<file path="config.mk">
export PLATFORM = sky130hd
export DESIGN_NAME = mem_access_ctrl_flat
export DESIGN_NICKNAME = d
export VERILOG_FILES = /design/src/rtl/mem_access_ctrl_if.sv /design/src/rtl/mem_access_ctrl.sv /design/src/flat_wrapper.sv
export SDC_FILE = /design/constraint.sdc
export NUM_CORES = 1
export LEC_CHECK = 0
export ABC_AREA = 1
export BUFFER_PORTS_ARGS = -buffer_cell sky130_fd_sc_hd__buf_2
export CAP_MARGIN = 10
export CORE_AREA = 3 3 117 119
export CTS_BUF_LIST = sky130_fd_sc_hd__clkbuf_16
export DETAILED_ROUTE_END_ITERATION = 8
export DIE_AREA = 0 0 120 122
export GPL_ROUTABILITY_DRIVEN = 0
export GPL_TIMING_DRIVEN = 0
export PLACE_DENSITY_LB_ADDON = 0.05
export SLEW_MARGIN = 20
export SYNTH_ARGS = -nofsm -noshare
export SYNTH_HDL_FRONTEND = slang
export SYNTH_SLANG_ARGS = --single-unit
</file>
<file path="constraint.sdc">
create_clock -name clk -period 1.2 [get_ports clk]
set_input_delay 0.18 -clock clk [delete_from_list [all_inputs] [get_ports clk]]
set_output_delay 0.18 -clock clk [all_outputs]
set_load 0.01 [all_outputs]
</file>
<file path="src/rtl/mem_access_ctrl_if.sv">
// Bus between the multicycle datapath (master) and the memory access sequencer (slave).
// The memory's returned read word rides on the same bundle.
interface mem_access_ctrl_if #(
  parameter int unsigned DATA_W = 32,
  parameter int unsigned ADDR_W = 32
);
  logic              req;
  logic              we;
  logic              ir_sel;
  logic [ADDR_W-1:0] addr;
  logic [DATA_W-1:0] wdata;
  logic [DATA_W-1:0] mem_rdata;
  logic              mem_read;
  logic              mem_write;
  logic [ADDR_W-1:0] mem_addr;
  logic [DATA_W-1:0] mem_wdata;
  logic [DATA_W-1:0] ir;
  logic [DATA_W-1:0] mdr;
  logic              busy;
  logic              done;
  logic              err;

  modport master (
    output req, we, ir_sel, addr, wdata, mem_rdata,
    input  mem_read, mem_write, mem_addr, mem_wdata, ir, mdr, busy, done, err
  );

  modport slave (
    input  req, we, ir_sel, addr, wdata, mem_rdata,
    output mem_read, mem_write, mem_addr, mem_wdata, ir, mdr, busy, done, err
  );
endinterface

</file>
<file path="src/rtl/mem_access_ctrl.sv">
// Sequencer between the multicycle datapath and the word-addressed data memory:
// one request at a time, fixed-latency strobes, read capture into IR or MDR.
module mem_access_ctrl #(
  parameter int unsigned DATA_W    = 32,
  parameter int unsigned ADDR_W    = 32,
  parameter int unsigned MEM_WORDS = 32,
  parameter int unsigned LATENCY   = 1
) (
  input  logic             clk,
  input  logic             reset,
  mem_access_ctrl_if.slave bus
);

  localparam int unsigned LAT_EFF = (LATENCY == 0) ? 1 : LATENCY;
  localparam int unsigned CNT_W   = $clog2(LAT_EFF + 1);
  localparam logic [ADDR_W-1:0] ADDR_LIMIT = ADDR_W'(MEM_WORDS * 4);

  typedef enum logic [1:0] {S_IDLE, S_ACCESS, S_DONE} state_t;

  state_t            state_q, state_d;
  logic [CNT_W-1:0]  cnt_q, cnt_d;
  logic              we_q, we_d;
  logic              ir_sel_q, ir_sel_d;
  logic [ADDR_W-1:0] mem_addr_q, mem_addr_d;
  logic [DATA_W-1:0] mem_wdata_q, mem_wdata_d;
  logic [DATA_W-1:0] ir_q, ir_d;
  logic [DATA_W-1:0] mdr_q, mdr_d;
  logic              err_q, err_d;
  logic              busy_q, busy_d;
  logic              done_q, done_d;
  logic              mem_read_q, mem_read_d;
  logic              mem_write_q, mem_write_d;
  logic              bad_addr_c;

  assign bad_addr_c = (bus.addr[1:0] != 2'b00) || (bus.addr >= ADDR_LIMIT);

  // Next state, datapath registers, and registered outputs derived from the next state
  always_comb begin
    state_d     = state_q;
    cnt_d       = cnt_q;
    we_d        = we_q;
    ir_sel_d    = ir_sel_q;
    mem_addr_d  = mem_addr_q;
    mem_wdata_d = mem_wdata_q;
    ir_d        = ir_q;
    mdr_d       = mdr_q;
    err_d       = err_q;

    case (state_q)
      S_IDLE: begin
        if (bus.req) begin
          we_d        = bus.we;
          ir_sel_d    = bus.ir_sel;
          mem_addr_d  = bus.addr;
          mem_wdata_d = bus.wdata;
          err_d       = 1'b0;
          if (bad_addr_c) begin
            err_d   = 1'b1;
            state_d = S_DONE;
          end else begin
            cnt_d   = CNT_W'(LAT_EFF);
            state_d = S_ACCESS;
          end
        end
      end
      S_ACCESS: begin
        if (cnt_q == CNT_W'(1)) begin
          state_d = S_DONE;
          if (!we_q) begin
            if (ir_sel_q) ir_d  = bus.mem_rdata;
            else          mdr_d = bus.mem_rdata;
          end
        end else begin
          cnt_d = cnt_q - CNT_W'(1);
        end
      end
      S_DONE:  state_d = S_IDLE;
      default: state_d = S_IDLE;
    endcase

    busy_d      = (state_d != S_IDLE);
    done_d      = (state_d == S_DONE);
    mem_read_d  = (state_d == S_ACCESS) && !we_d;
    // Write strobe only in the last access cycle so memory sees a single write edge
    mem_write_d = (state_d == S_ACCESS) && we_d && (cnt_d == CNT_W'(1));
  end

  always_ff @(posedge clk or negedge reset) begin
    if (!reset) begin
      state_q     <= S_IDLE;
      cnt_q       <= '0;
      we_q        <= 1'b0;
      ir_sel_q    <= 1'b0;
      mem_addr_q  <= '0;
      mem_wdata_q <= '0;
      ir_q        <= '0;
      mdr_q       <= '0;
      err_q       <= 1'b0;
      busy_q      <= 1'b0;
      done_q      <= 1'b0;
      mem_read_q  <= 1'b0;
      mem_write_q <= 1'b0;
    end else begin
      state_q     <= state_d;
      cnt_q       <= cnt_d;
      we_q        <= we_d;
      ir_sel_q    <= ir_sel_d;
      mem_addr_q  <= mem_addr_d;
      mem_wdata_q <= mem_wdata_d;
      ir_q        <= ir_d;
      mdr_q       <= mdr_d;
      err_q       <= err_d;
      busy_q      <= busy_d;
      done_q      <= done_d;
      mem_read_q  <= mem_read_d;
      mem_write_q <= mem_write_d;
    end
  end

  assign bus.mem_read  = mem_read_q;
  assign bus.mem_write = mem_write_q;
  assign bus.mem_addr  = mem_addr_q;
  assign bus.mem_wdata = mem_wdata_q;
  assign bus.ir        = ir_q;
  assign bus.mdr       = mdr_q;
  assign bus.busy      = busy_q;
  assign bus.done      = done_q;
  assign bus.err       = err_q;

endmodule

</file>
<file path="src/flat_wrapper.sv">
// flat-port wrapper written by rule: the top's interface ports become plain ports
module mem_access_ctrl_flat 
#(
  parameter int unsigned DATA_W    = 32,
  parameter int unsigned ADDR_W    = 32,
  parameter int unsigned MEM_WORDS = 32,
  parameter int unsigned LATENCY   = 1
)
  (clk, reset, bus_req, bus_we, bus_ir_sel, bus_addr, bus_wdata, bus_mem_rdata, bus_mem_read, bus_mem_write, bus_mem_addr, bus_mem_wdata, bus_ir, bus_mdr, bus_busy, bus_done, bus_err);
  mem_access_ctrl_if #(.DATA_W(DATA_W), .ADDR_W(ADDR_W)) bus_i ();
  input  logic clk;
  input  logic reset;
  input wire logic [$bits(bus_i.req)-1:0] bus_req;
  input wire logic [$bits(bus_i.we)-1:0] bus_we;
  input wire logic [$bits(bus_i.ir_sel)-1:0] bus_ir_sel;
  input wire logic [$bits(bus_i.addr)-1:0] bus_addr;
  input wire logic [$bits(bus_i.wdata)-1:0] bus_wdata;
  input wire logic [$bits(bus_i.mem_rdata)-1:0] bus_mem_rdata;
  output wire logic [$bits(bus_i.mem_read)-1:0] bus_mem_read;
  output wire logic [$bits(bus_i.mem_write)-1:0] bus_mem_write;
  output wire logic [$bits(bus_i.mem_addr)-1:0] bus_mem_addr;
  output wire logic [$bits(bus_i.mem_wdata)-1:0] bus_mem_wdata;
  output wire logic [$bits(bus_i.ir)-1:0] bus_ir;
  output wire logic [$bits(bus_i.mdr)-1:0] bus_mdr;
  output wire logic [$bits(bus_i.busy)-1:0] bus_busy;
  output wire logic [$bits(bus_i.done)-1:0] bus_done;
  output wire logic [$bits(bus_i.err)-1:0] bus_err;
  assign bus_i.req = bus_req;
  assign bus_i.we = bus_we;
  assign bus_i.ir_sel = bus_ir_sel;
  assign bus_i.addr = bus_addr;
  assign bus_i.wdata = bus_wdata;
  assign bus_i.mem_rdata = bus_mem_rdata;
  assign bus_mem_read = bus_i.mem_read;
  assign bus_mem_write = bus_i.mem_write;
  assign bus_mem_addr = bus_i.mem_addr;
  assign bus_mem_wdata = bus_i.mem_wdata;
  assign bus_ir = bus_i.ir;
  assign bus_mdr = bus_i.mdr;
  assign bus_busy = bus_i.busy;
  assign bus_done = bus_i.done;
  assign bus_err = bus_i.err;
  mem_access_ctrl #(.DATA_W(DATA_W), .ADDR_W(ADDR_W), .MEM_WORDS(MEM_WORDS), .LATENCY(LATENCY)) u_core (.clk(clk), .reset(reset), .bus(bus_i));
endmodule
</file>
After elaboration in Yosys (flattened, before gate mapping)
Cells that the tools add are included.
{"block": "totals", "word_cells": 42, "regBits": 138}
{"block": "op_classes", "n_addsub": 1, "n_eq_ne": 3, "magnitude_cmp": 1, "mux": 11, "reduce_logical": 11, "bitwise_logic": 2}
{"operator": ">= comparator 32 x 8 -> 1 bit (second input constant)", "count": 1}
{"operator": "AND reduction 4 bit", "count": 2}
{"operator": "two-way mux 1 bit", "count": 6}
{"operator": "two-way mux 2 bit", "count": 3}
{"operator": "equality test 2 x 1 -> 1 bit (second input constant)", "count": 2}
{"operator": "case mux 2 bit (2 select lines)", "count": 1}
{"operator": "nonzero test 2 bit", "count": 2}
{"operator": "logical AND 1 bit", "count": 3}
{"operator": "equality test 2 bit (second input constant)", "count": 1}
{"operator": "zero test 2 bit", "count": 1}
{"operator": "inverter 1 bit", "count": 2}
{"operator": "case mux 1 bit (2 select lines)", "count": 1}
{"operator": "AND reduction 2 bit", "count": 1}
{"operator": "zero test 1 bit", "count": 1}
{"operator": "logical OR 1 bit", "count": 1}
{"operator": "subtractor 1 bit (second input constant)", "count": 1}

Logic depth before layout (Yosys ltp)
Gate-level depths: netlist of the first run.
{"block": "depth", "depth_word": 8, "mapped_depth": 9, "mapped_depth_nobuf": 9}

Least setup slack after synthesis of the first run
OpenSTA, ideal clock, no wires.
{"block": "synth_timing", "path_kind": "reg-to-reg", "start": "register u_core.state_q[1]", "end": "register u_core.ir_q[23], in the netlist u_core.bus.ir[23]", "t_required_ps": 1079, "slack_ps": -1, "stages_incl_launch_ff": 6, "n_path_buf": 1, "t_arrival_ps": 1080, "period_less_slack_ps": 1201, "cell_sequence": "dfrtp_1 > nor3_4 > nand3_4 > buf_2 > nand2_1 > o21ai_1"}
{"block": "synth_between", "elab_chain_len": 2}
{"item": "from (decl)", "line_no": "mem_access_ctrl.sv:20", "source": "state_t state_q, state_d;"}
{"item": "from (signal assigned)", "line_no": "mem_access_ctrl.sv:104", "source": "state_q <= state_d;"}
{"item": "equality test 2 x 1 -> 1 bit", "line_no": "mem_access_ctrl.sv:49", "source": "case (state_q)"}
{"item": "AND reduction 4 bit (no line)"}
{"item": "to (signal assigned)", "line_no": "mem_access_ctrl.sv:110", "source": "ir_q <= ir_d;"}
{"item": "to (decl)", "line_no": "mem_access_ctrl.sv:26", "source": "logic [DATA_W-1:0] ir_q, ir_d;"}
Every way passes these cells.
A chain may end at the register's enable or synchronous reset.

Worst setup path in the final report of the first run
{"block": "layout_timing", "start": "register u_core.state_q[1]", "end": "register u_core.mem_addr_q[26], in the netlist u_core.bus.mem_addr[26]"}
{"block": "layout_between", "elab_chain_len": 2}
{"item": "zero test 2 bit", "line_no": "mem_access_ctrl.sv:49"}
{"item": "AND reduction 2 bit (no line)"}
{"item": "to (signal assigned)", "line_no": "mem_access_ctrl.sv:108", "source": "mem_addr_q <= mem_addr_d;"}
{"item": "to (decl)", "line_no": "mem_access_ctrl.sv:24", "source": "logic [ADDR_W-1:0] mem_addr_q, mem_addr_d;"}
Every way passes these cells.

==> results of run 1 <==
-- final cells by class --
cell class                 count  area, µm²
clock inverter                11       43.8
inverter                      68        260
timing repair buffer         281       1680
multi-input combinational    342       1500
clock buffer                  17        425
fill                        1133       4840
sequential                   138       3450
buffer                        26        258
tap                          172        215
-- flip-flops by register name, indices dropped and copies added, names as in the netlist --
register / cells
u_core.bus.ir: 32
u_core.ir_sel_q: 1
u_core.bus.mem_addr: 32
u_core.bus.mem_read: 1
u_core.bus.mem_write: 1
u_core.cnt_q: 1
u_core.bus.done: 1
u_core.bus.err: 1
u_core.bus.mem_wdata: 32
u_core.we_q: 1
u_core.bus.mdr: 32
u_core.bus.busy: 1
u_core.state_q: 2
-- power breakdown --
group,leakage (nW),internal (mW),switching [mW]
clock network,0.239,2.51,1.72
logic,2.63,0.617,0.751
registers,1.47,4.96,0.168
-- timing repair --
action,4_1_cts,5_1_grt
gates cloned,1,1
endpoints found under the setup margin,137,138
pin swaps,2,4
gates resized for setup,49,27
hold buffers,39,0
hold endpoints to repair,104,0
buffers inserted,6,1
-- worst reg2reg max path, delay by kind of cell (launching register included) --
family          cells  cell delay (ns)
compound gates      1             0.07
buf+inv             2             0.37
flops               1             0.41
simple gates        3             0.37
-- worst min-delay path by stage --
stage,start,end,slack [ns],cells after the start
after floorplan,reset,u_core.bus.busy,-0.12,0
after global placement,bus_wdata[0],u_core.bus.mem_wdata[0],0.37,3
after detailed placement,reset,u_core.bus.mem_addr[11],0.17,1
after CTS,bus_mem_rdata[19],u_core.bus.ir[19],0.006,3
after global routing,bus_mem_rdata[23],u_core.bus.mdr[23],0.02,3
final,bus_we,u_core.we_q,0.03,3
-- layer usage --
metal	GRT usage	routed length [µm]
met1	0.263	6300
met2	0.317	6960
met3	0.0641	967
met4	0.0787	238
met5	0	13
-- cells by family (layout without fill, tap and decap cells) --
logic type | Yosys count | count (layout) | synth area share
flip-flops | 138 | 138 | 0.655
AO/OA/AOI/OAI | 94 | 94 | 0.0898
AND/OR/NAND/NOR | 247 | 248 | 0.182
buffers and inverters | 94 | 403 | 0.0729
-- cell usage in the layout, fill, tap and decap left out, types with 2 or more instances in the layout --
| cell type | n |
|---|---|
| nand2_2 | 3 |
| nand2_4 | 3 |
| buf_2 | 232 |
| o21ai_0 | 19 |
| buf_6 | 14 |
| clkinv_1 | 7 |
| inv_2 | 3 |
| buf_8 | 4 |
| dlygate4sd3_1 | 39 |
| clkbuf_4 | 3 |
| dfrtp_1 | 138 |
| nor2_1 | 11 |
| clkbuf_16 | 18 |
| clkbuf_2 | 2 |
| inv_1 | 66 |
| buf_4 | 11 |
| nand2_1 | 225 |
| nand3_4 | 2 |
| clkinv_2 | 2 |
| o21ai_1 | 72 |
==> metrics.md, run 1 <==
| Metric | Value |
|---|---|
| WL/cell | `13.7 µm` |
| Gr ovfl total | `0` |
| Fin nets | `975` |
| CORE AREA | `12,700 µm²` |
| Top-area cell type share of the netlist area | `0.655` |
| Top cell type by total area after synthesis | `dfrtp_1` |
| DRT iter0 DRCs | `303` |
| DIE HEIGHT | `122 µm` |
| Insertion delay to the later sink of the worst-skew pair | `0.40 ns` |
| Worst-path clk slew | `0.05 ns` |
| Final Core Density | `0.618` |
| Area delta synth->final | `48.7%` |
| Share of layout cells above drive strength 1 | `0.344` |
| Critical-path cell list | `nor2_1 > nand2_2 > buf_6 > buf_4 > nand2_1 > o21ai_1` |
| Slew HR | `0.663` |
| Max cap viols | `0` |
| Max Freq | `756 MHz` |
| R2R cell count | `6` |
| Most frequent cell after synthesis | `nand2_1` |
| Power Density | `1370 nW/µm²` |
| Via density | `4.53` |
| R2R setup slack | `-0.12 ns` |
| Final-report setup violation count | `137` |
| Synth cell types | `16` |
| # rows | `41` |
| Die Area | `14,600 µm²` |
| IO buf count | `233` |
| Initial Util | `0.416` |
| Failing checks | `negative setup slack` |
| Hold slack | `0.0341 ns` |
| Crit path max fanout | `10` |
| Worst setup endpoint | `u_core.bus.mem_addr[26]` |
| First-pass GRT wire length | `23.4 mm` |
| Top post-synthesis cells by count | `nand2_1 (230), dfrtp_1 (138), inv_1 (66), o21ai_1 (64), o21ai_0 (28)` |
| H-tree depth | `4` |
| Clk_skew | `0.00374 ns` |
| Mapped Area | `5270 µm²` |
| Setup TNS | `-10.42 ns` |
| Post-Place Cell Area | `6690 µm²` |
| Cell Count, Final, Fillers Out | `1,055` |
| Ys async rst share | `1.00` |
| Slowest stage delay, CP | `0.41 ns` |
| Min Tclk post-route | `1.32 ns` |
| Worst Setup SP | `u_core.state_q[1]` |
| Pin count of the biggest net entering global routing | `73` |
| CP Class | `reg -> reg` |
| RSZ-0062 raised after global routing | `true` |
| Yosys reg bits | `138` |
| CTS Sinks | `138` |
| Status | `finished, violations left` |
| TritonCTS clock tree | `yes` |
| Worst VDD drop | `0.000783 V` |
| Cells after synthesis | `573` |
| Total GRT Usage | `0.202` |
| Predominant post-synthesis flop cell | `dfrtp_1` |
| Post-route clock period utilization | `1.10` |
| Antenna diodes | `0` |
| YS warnings | `0` |
| Critical Path Source Type | `register` |
| Drt drc | `0` |
| Worst R2R End | `u_core.bus.mem_addr[26]` |
| Setup WS pre-CTS | `-0.223 ns` |
| Width of the die | `120 µm` |
| Initial antenna violation count | `1` |
| DR pass1 iterations | `5` |
| Ports | `234` |
| Slew Viols, Final | `0` |
| Placed cell count | `979` |
| CTS max path bufs | `2` |
| Data required, critical path | `1.48 ns` |
| Fin. Hold Viols | `0` |
| Highest-delay cell along the critical path | `dfrtp_1` |
| Num CTS Buffers | `17` |
| Crit end category | `register` |
| Sequential area share after synthesis | `0.655` |
| EDFF count, synth | `0` |
| Leakage | `4.33 nW` |
| Top delay family on crit path | `flip-flops` |
| Hpwl dp | `10.2 mm` |
| Slew at the pin closest to its max-slew limit | `0.505 ns` |
| Pwr Total | `10.7 mW` |
| Final worst slack | `-0.122 ns` |
| Root buffer cell | `clkbuf_16` |
| Post-DRT Antenna Nets | `0` |
| Crit path DAT | `1.60 ns` |
| Vias in the first global route | `4,797` |
| Post-Syn Nets | `674` |
| Buf/Inv on CP | `2` |
| Design Area, Final | `7830 µm²` |
| Vias | `4,776` |
| Reg2reg start | `u_core.state_q[1]` |
| Worst hold path type | `in -> reg` |
| Synth Area per Inst | `9.20 µm²` |
| Worst path depth | `6` |
| Wirelength, routed | `14.5 mm` |
| Main area contributors after synthesis | `dfrtp_1 (66%), nand2_1 (16%), o21ai_1 (6.1%)` |
Power figures use the tool's default switching activity.
==> run 2, diff against run 1 <==
--- a/config.mk
+++ b/config.mk
@@ -14,7 +14,7 @@
 export DIE_AREA = 0 0 120 122
 export GPL_ROUTABILITY_DRIVEN = 0
 export GPL_TIMING_DRIVEN = 0
-export PLACE_DENSITY_LB_ADDON = 0.05
+export PLACE_DENSITY = 0.82
 export SLEW_MARGIN = 20
 export SYNTH_ARGS = -nofsm -noshare
 export SYNTH_HDL_FRONTEND = slang
==> metrics.md, run 2 (synthesized netlist as in run 1, its figures left out) <==
| Metric | Value |
|---|---|
| DIE HEIGHT | `122 µm` |
| WL/cell | `15.7 µm` |
| Gr ovfl total | `0` |
| CTS max path bufs | `2` |
| Psw | `2.96 mW` |
| Worst hold path type | `in -> reg` |
| Drt drc | `0` |
| Slew HR | `0.644` |
| Reg2reg start | `u_core.state_q[1]` |
| Share of layout cells above drive strength 1 | `0.415` |
| Switch share | `0.258` |
| Max cap viols | `0` |
| Most frequent cells in the layout | `buf_2 (233), nand2_1 (185), dfrtp_1 (137)` |
| Most common cell after layout, fill and taps aside | `buf_2` |
| Hpwl dp | `10.5 mm` |
| Crit path DAT | `1.68 ns` |
| Design Area, Final | `8320 µm²` |
| DR pass1 iterations | `4` |
| Worst R2R End | `u_core.bus.ir[22]` |
| HP Start | `bus_mem_rdata[16]` |
| Initial antenna violation count | `0` |
| Width of the die | `120 µm` |
| Hold slack | `0.0237 ns` |
| Worst Setup SP | `u_core.state_q[1]` |
| Vias in the first global route | `5,200` |
| Int Pwr | `8.51 mW` |
| Antenna diodes | `0` |
| Status | `finished, violations left` |
| Ports | `234` |
| Failing checks | `negative setup slack` |
| Root buffer cell | `clkbuf_16` |
| Seq pwr share | `0.449` |
| Final Core Density | `0.657` |
| Worst VDD drop | `0.000980 V` |
| Die Area | `14,600 µm²` |
| Insertion delay to the later sink of the worst-skew pair | `0.42 ns` |
| # rows | `41` |
| Fin. Hold Viols | `0` |
| Num CTS Buffers | `17` |
| Worst-path clk slew | `0.06 ns` |
| Crit end category | `register` |
| R2R cell count | `6` |
| Final worst slack | `-0.179 ns` |
| Leakage | `4.50 nW` |
| Post-route clock period utilization | `1.15` |
| Min Tclk post-route | `1.38 ns` |
| FF/Latch Area | `3450 µm²` |
| Max Freq | `725 MHz` |
| Highest-delay cell along the critical path | `dfrtp_2` |
| Crit path max fanout | `10` |
| Comb pwr share | `0.142` |
| Initial Util | `0.416` |
| Clk_skew | `0.00815 ns` |
| Via density | `4.70` |
| Placed cell count | `979` |
| IO buf count | `233` |
| Slowest stage delay, CP | `0.44 ns` |
| H-tree depth | `4` |
| Vias | `5,030` |
| Pin count of the biggest net entering global routing | `71` |
| TritonCTS clock tree | `yes` |
| Cell Count, Final, Fillers Out | `1,070` |
| Post-Place Cell Area | `6690 µm²` |
| CP Class | `reg -> reg` |
| Slew Viols, Final | `0` |
| Critical Path Source Type | `register` |
| Fill count | `1,007` |
| DRT iter0 DRCs | `227` |
| RSZ-0062 raised after global routing | `true` |
| Slew at the pin closest to its max-slew limit | `0.534 ns` |
| Area delta synth->final | `57.9%` |
| Post-DRT Antenna Nets | `0` |
| Clock share of power | `0.409` |
| WHS Path Cells | `3` |
| CORE AREA | `12,700 µm²` |
| Total GRT Usage | `0.234` |
| Setup WS pre-CTS | `-0.273 ns` |
| Top delay family on crit path | `flip-flops` |
| Hold worst-path end | `u_core.bus.ir[16]` |
| Final-report setup violation count | `134` |
| Wirelength, routed | `16.8 mm` |
| Critical-path cell list | `nor3_4 > buf_12 > nand3_4 > buf_6 > nand2_1 > o21ai_1` |
| Buf/Inv on CP | `2` |
| First-pass GRT wire length | `26.5 mm` |
| R2R setup slack | `-0.18 ns` |
| CTS Sinks | `138` |
| Power Density | `1380 nW/µm²` |
| Data required, critical path | `1.50 ns` |
| Multi-input logic area | `1640 µm²` |
| Fin nets | `987` |
## run 2: cell type report
type	instances	area share
Buffer	26	0.0410
Sequential cell	138	0.415
Multi-Input combinational cell	342	0.197
Clock buffer	17	0.0511
Tap cell	172	0.0259
Inverter	68	0.0316
Timing Repair Buffer	293	0.226
Clock inverter	14	0.0131
## run 2: per-stage QoR
step	setup TNS, ns	power (mW)
finish	-13.47	11.5
CTS	-15.91	11.5
detailed placement	-28.35	6.40
global placement	-287.78	6.35
floorplan	0	5.71
global route	-22.89	11.9
## run 2: worst max path at each step
stage | endpoint | slack [ns] | cells past startpoint
3_3_place_gp | u_core.bus.mem_addr[6] | -1.92 | 1
6_report | u_core.bus.ir[22] | -0.18 | 6
2_1_floorplan | u_core.bus.ir[23] | 0.002 | 6
4_1_cts | u_core.bus.ir[27] | -0.17 | 5
5_1_grt | u_core.bus.ir[19] | -0.27 | 6
3_5_place_dp | u_core.bus.mem_wdata[24] | -0.27 | 6
## run 2: worst reg2reg max path: stages (launching register included)
cell and delay [ns]:
dfrtp_2 0.44, nor3_4 0.20, buf_12 0.14, nand3_4 0.15
buf_6 0.20, nand2_1 0.07, o21ai_1 0.07
## run 2: layer usage
metal / wire length, µm / track usage / share of wire / vias up
li1: - / - / - / 2397
met1: 6670 / 0.273 / 0.40 / 2408
met2: 8740 / 0.408 / 0.52 / 186
met3: 945 / 0.0613 / 0.056 / 39
met4: 480 / 0.102 / 0.029 / 0
met5: 0 / 0 / 0 / -
## run 2: repair_timing
action | 4_1_cts | 5_1_grt
gates resized for setup | 159 | 15
hold endpoints to repair | 108 | 0
hold buffers | 40 | 0
pin swaps | 14 | 2
gates cloned | 12 | 1
buffers inserted | 6 | 1
endpoints found under the setup margin | 138 | 138
## run 2: power groups by stage
| stage | Sequential, mW | Combinational [mW] | Clock (mW) |
|---|---|---|---|
| floorplan | 5.33 | 0.381 | 0 |
| global placement | 5.18 | 1.17 | 0 |
| detailed placement | 5.18 | 1.21 | 0 |
| CTS | 5.14 | 1.59 | 4.76 |
| global route | 5.18 | 1.78 | 4.99 |
| finish | 5.15 | 1.62 | 4.70 |
==> run 3, diff against run 2 <==
--- a/config.mk
+++ b/config.mk
@@ -9,7 +9,6 @@
 export BUFFER_PORTS_ARGS = -buffer_cell sky130_fd_sc_hd__buf_2
 export CAP_MARGIN = 10
 export CORE_AREA = 3 3 117 119
-export CTS_BUF_LIST = sky130_fd_sc_hd__clkbuf_16
 export DETAILED_ROUTE_END_ITERATION = 8
 export DIE_AREA = 0 0 120 122
 export GPL_ROUTABILITY_DRIVEN = 0
==> metrics.md, run 3 (synthesized netlist as in run 1, its figures left out) <==
| Metric | Value |
|---|---|
| Status | `finished, violations left` |
| Failing checks | `negative setup slack` |
| Max Freq | `714 MHz` |
| Power Density | `1410 nW/µm²` |
| Setup TNS | `-16.98 ns` |
| Root buffer cell | `clkbuf_16` |
| Ports | `234` |
| Placed cell count | `979` |
| Most common cell after layout, fill and taps aside | `buf_2` |
| Vias in the first global route | `5,249` |
| WL/cell | `15.5 µm` |
| CTS Sinks | `138` |
| CTS max path bufs | `2` |
| Clk_skew | `0.0104 ns` |
| Most frequent cells in the layout | `buf_2 (233), nand2_1 (184), dfrtp_1 (138)` |
| Data required, critical path | `1.50 ns` |
| Gr ovfl total | `0` |
| Crit path DAT | `1.70 ns` |
| # rows | `41` |
| Initial Util | `0.416` |
| Share of layout cells above drive strength 1 | `0.421` |
| Final-report setup violation count | `138` |
| Critical Path Source Type | `register` |
| Antenna diodes | `0` |
| Min Tclk post-route | `1.40 ns` |
| Insertion delay to the later sink of the worst-skew pair | `0.42 ns` |
| DRT iter0 DRCs | `239` |
| Leakage | `4.51 nW` |
| Area delta synth->final | `57.9%` |
| Total GRT Usage | `0.234` |
| CORE AREA | `12,700 µm²` |
| First-pass GRT wire length | `26.6 mm` |
| H-tree depth | `4` |
| CP Class | `reg -> reg` |
| Crit end category | `register` |
| Post-route clock period utilization | `1.17` |
| Worst-path clk slew | `0.06 ns` |
| Wirelength, routed | `16.6 mm` |
| Die Area | `14,600 µm²` |
| Max cap viols | `0` |
| Via density | `4.64` |
| TritonCTS clock tree | `yes` |
| Hpwl dp | `10.5 mm` |
| Drt drc | `0` |
| Post-DRT Antenna Nets | `0` |
| Fin. Hold Viols | `0` |
| Cell Count, Final, Fillers Out | `1,072` |
| Slew HR | `0.643` |
| Pwr Total | `11.7 mW` |
| Width of the die | `120 µm` |
| Pin count of the biggest net entering global routing | `71` |
| IO buf count | `233` |
| Fin nets | `989` |
| Worst hold path type | `in -> reg` |
| Initial antenna violation count | `0` |
| DIE HEIGHT | `122 µm` |
| Worst VDD drop | `0.000905 V` |
| Crit path max fanout | `11` |
| DR pass1 iterations | `4` |
| Slew Viols, Final | `0` |
| Vias | `4,974` |
| Slew at the pin closest to its max-slew limit | `0.536 ns` |
| RSZ-0062 raised after global routing | `true` |
| Final worst slack | `-0.200 ns` |
| Num CTS Buffers | `17` |
| Fill count | `993` |
[run 3: cell count changes in the layout (fill, tap and decap cells not counted), sizes merged]
cell / change
buf: +4
clkbuf: +3
clkinv: -4
dlygate4sd3: -1
[run 3: stage by stage]
| step | utilization | hold slack [ns] | area, µm² | setup slack [ns] |
|---|---|---|---|---|
| global route | 0.657 | 0.0110 | 8320 | -0.294 |
| global placement | 0.525 | 0.373 | 6650 | -1.92 |
| floorplan | - | -0.116 | 5270 | 0.00216 |
| finish | 0.657 | 0.0161 | 8320 | -0.200 |
| CTS | 0.655 | 0.00483 | 8300 | -0.189 |
| detailed placement | 0.528 | 0.170 | 6690 | -0.273 |
[run 3: worst max-delay path: stages (launching register included)]
cell and delay, ns:
dfrtp_1 0.42, nor3_4 0.22, buf_4 0.17, nand2_8 0.08
bufbuf_16 0.28, nand2_1 0.05, o21ai_1 0.05
[run 3: timing repair]
action / in CTS / in global routing
gates cloned: 13 / 0
setup endpoints to repair: 138 / 138
hold endpoints to repair: 107 / 0
hold buffers: 39 / 0
pin swaps: 21 / 1
gates resized for setup: 170 / 6
buffers inserted: 10 / 0
[run 3: layout make-up]
type	instances	area, µm²	area share
flip-flops and latches	138	3450	0.415
repair buffers	295	1870	0.225
multi-input cells	342	1650	0.198
clock buffers	21	480	0.0578
plain buffers	26	302	0.0362
inverters	68	260	0.0313
well taps	172	215	0.0259
clock inverters	10	93.8	0.0113
[run 3: final timing paths]
check	from	end	slack [ns]	depth (start not counted)
max in group asynchronous	reset	u_core.state_q[0]	0.18	3
hold / removal	bus_mem_rdata[17]	u_core.bus.mdr[17]	0.02	3
min in group asynchronous	reset	u_core.bus.ir[13]	0.30	2
setup reg to reg	u_core.state_q[1]	u_core.bus.mdr[0]	-0.20	6
hold reg to reg	u_core.bus.mem_wdata[31]	u_core.bus.mem_wdata[31]	0.47	2
setup / recovery	u_core.state_q[1]	u_core.bus.mdr[0]	-0.20	6
[run 3: per-layer routing]
| layer | vias up | share of wire | track usage |
|---|---|---|---|
| li1 | 2405 | - | - |
| met1 | 2340 | 0.40 | 0.271 |
| met2 | 189 | 0.51 | 0.412 |
| met3 | 40 | 0.063 | 0.0636 |
| met4 | 0 | 0.029 | 0.0974 |
| met5 | - | 0 | 0 |
[run 3: where the power goes]
part           internal (mW)  total (mW)  leakage, nW  switching, mW
registers               4.95        5.15         1.47          0.198
logic                  0.740        1.60         2.76          0.857
clock network           3.05        4.98        0.277           1.93
total                   8.74        11.7         4.51           2.99
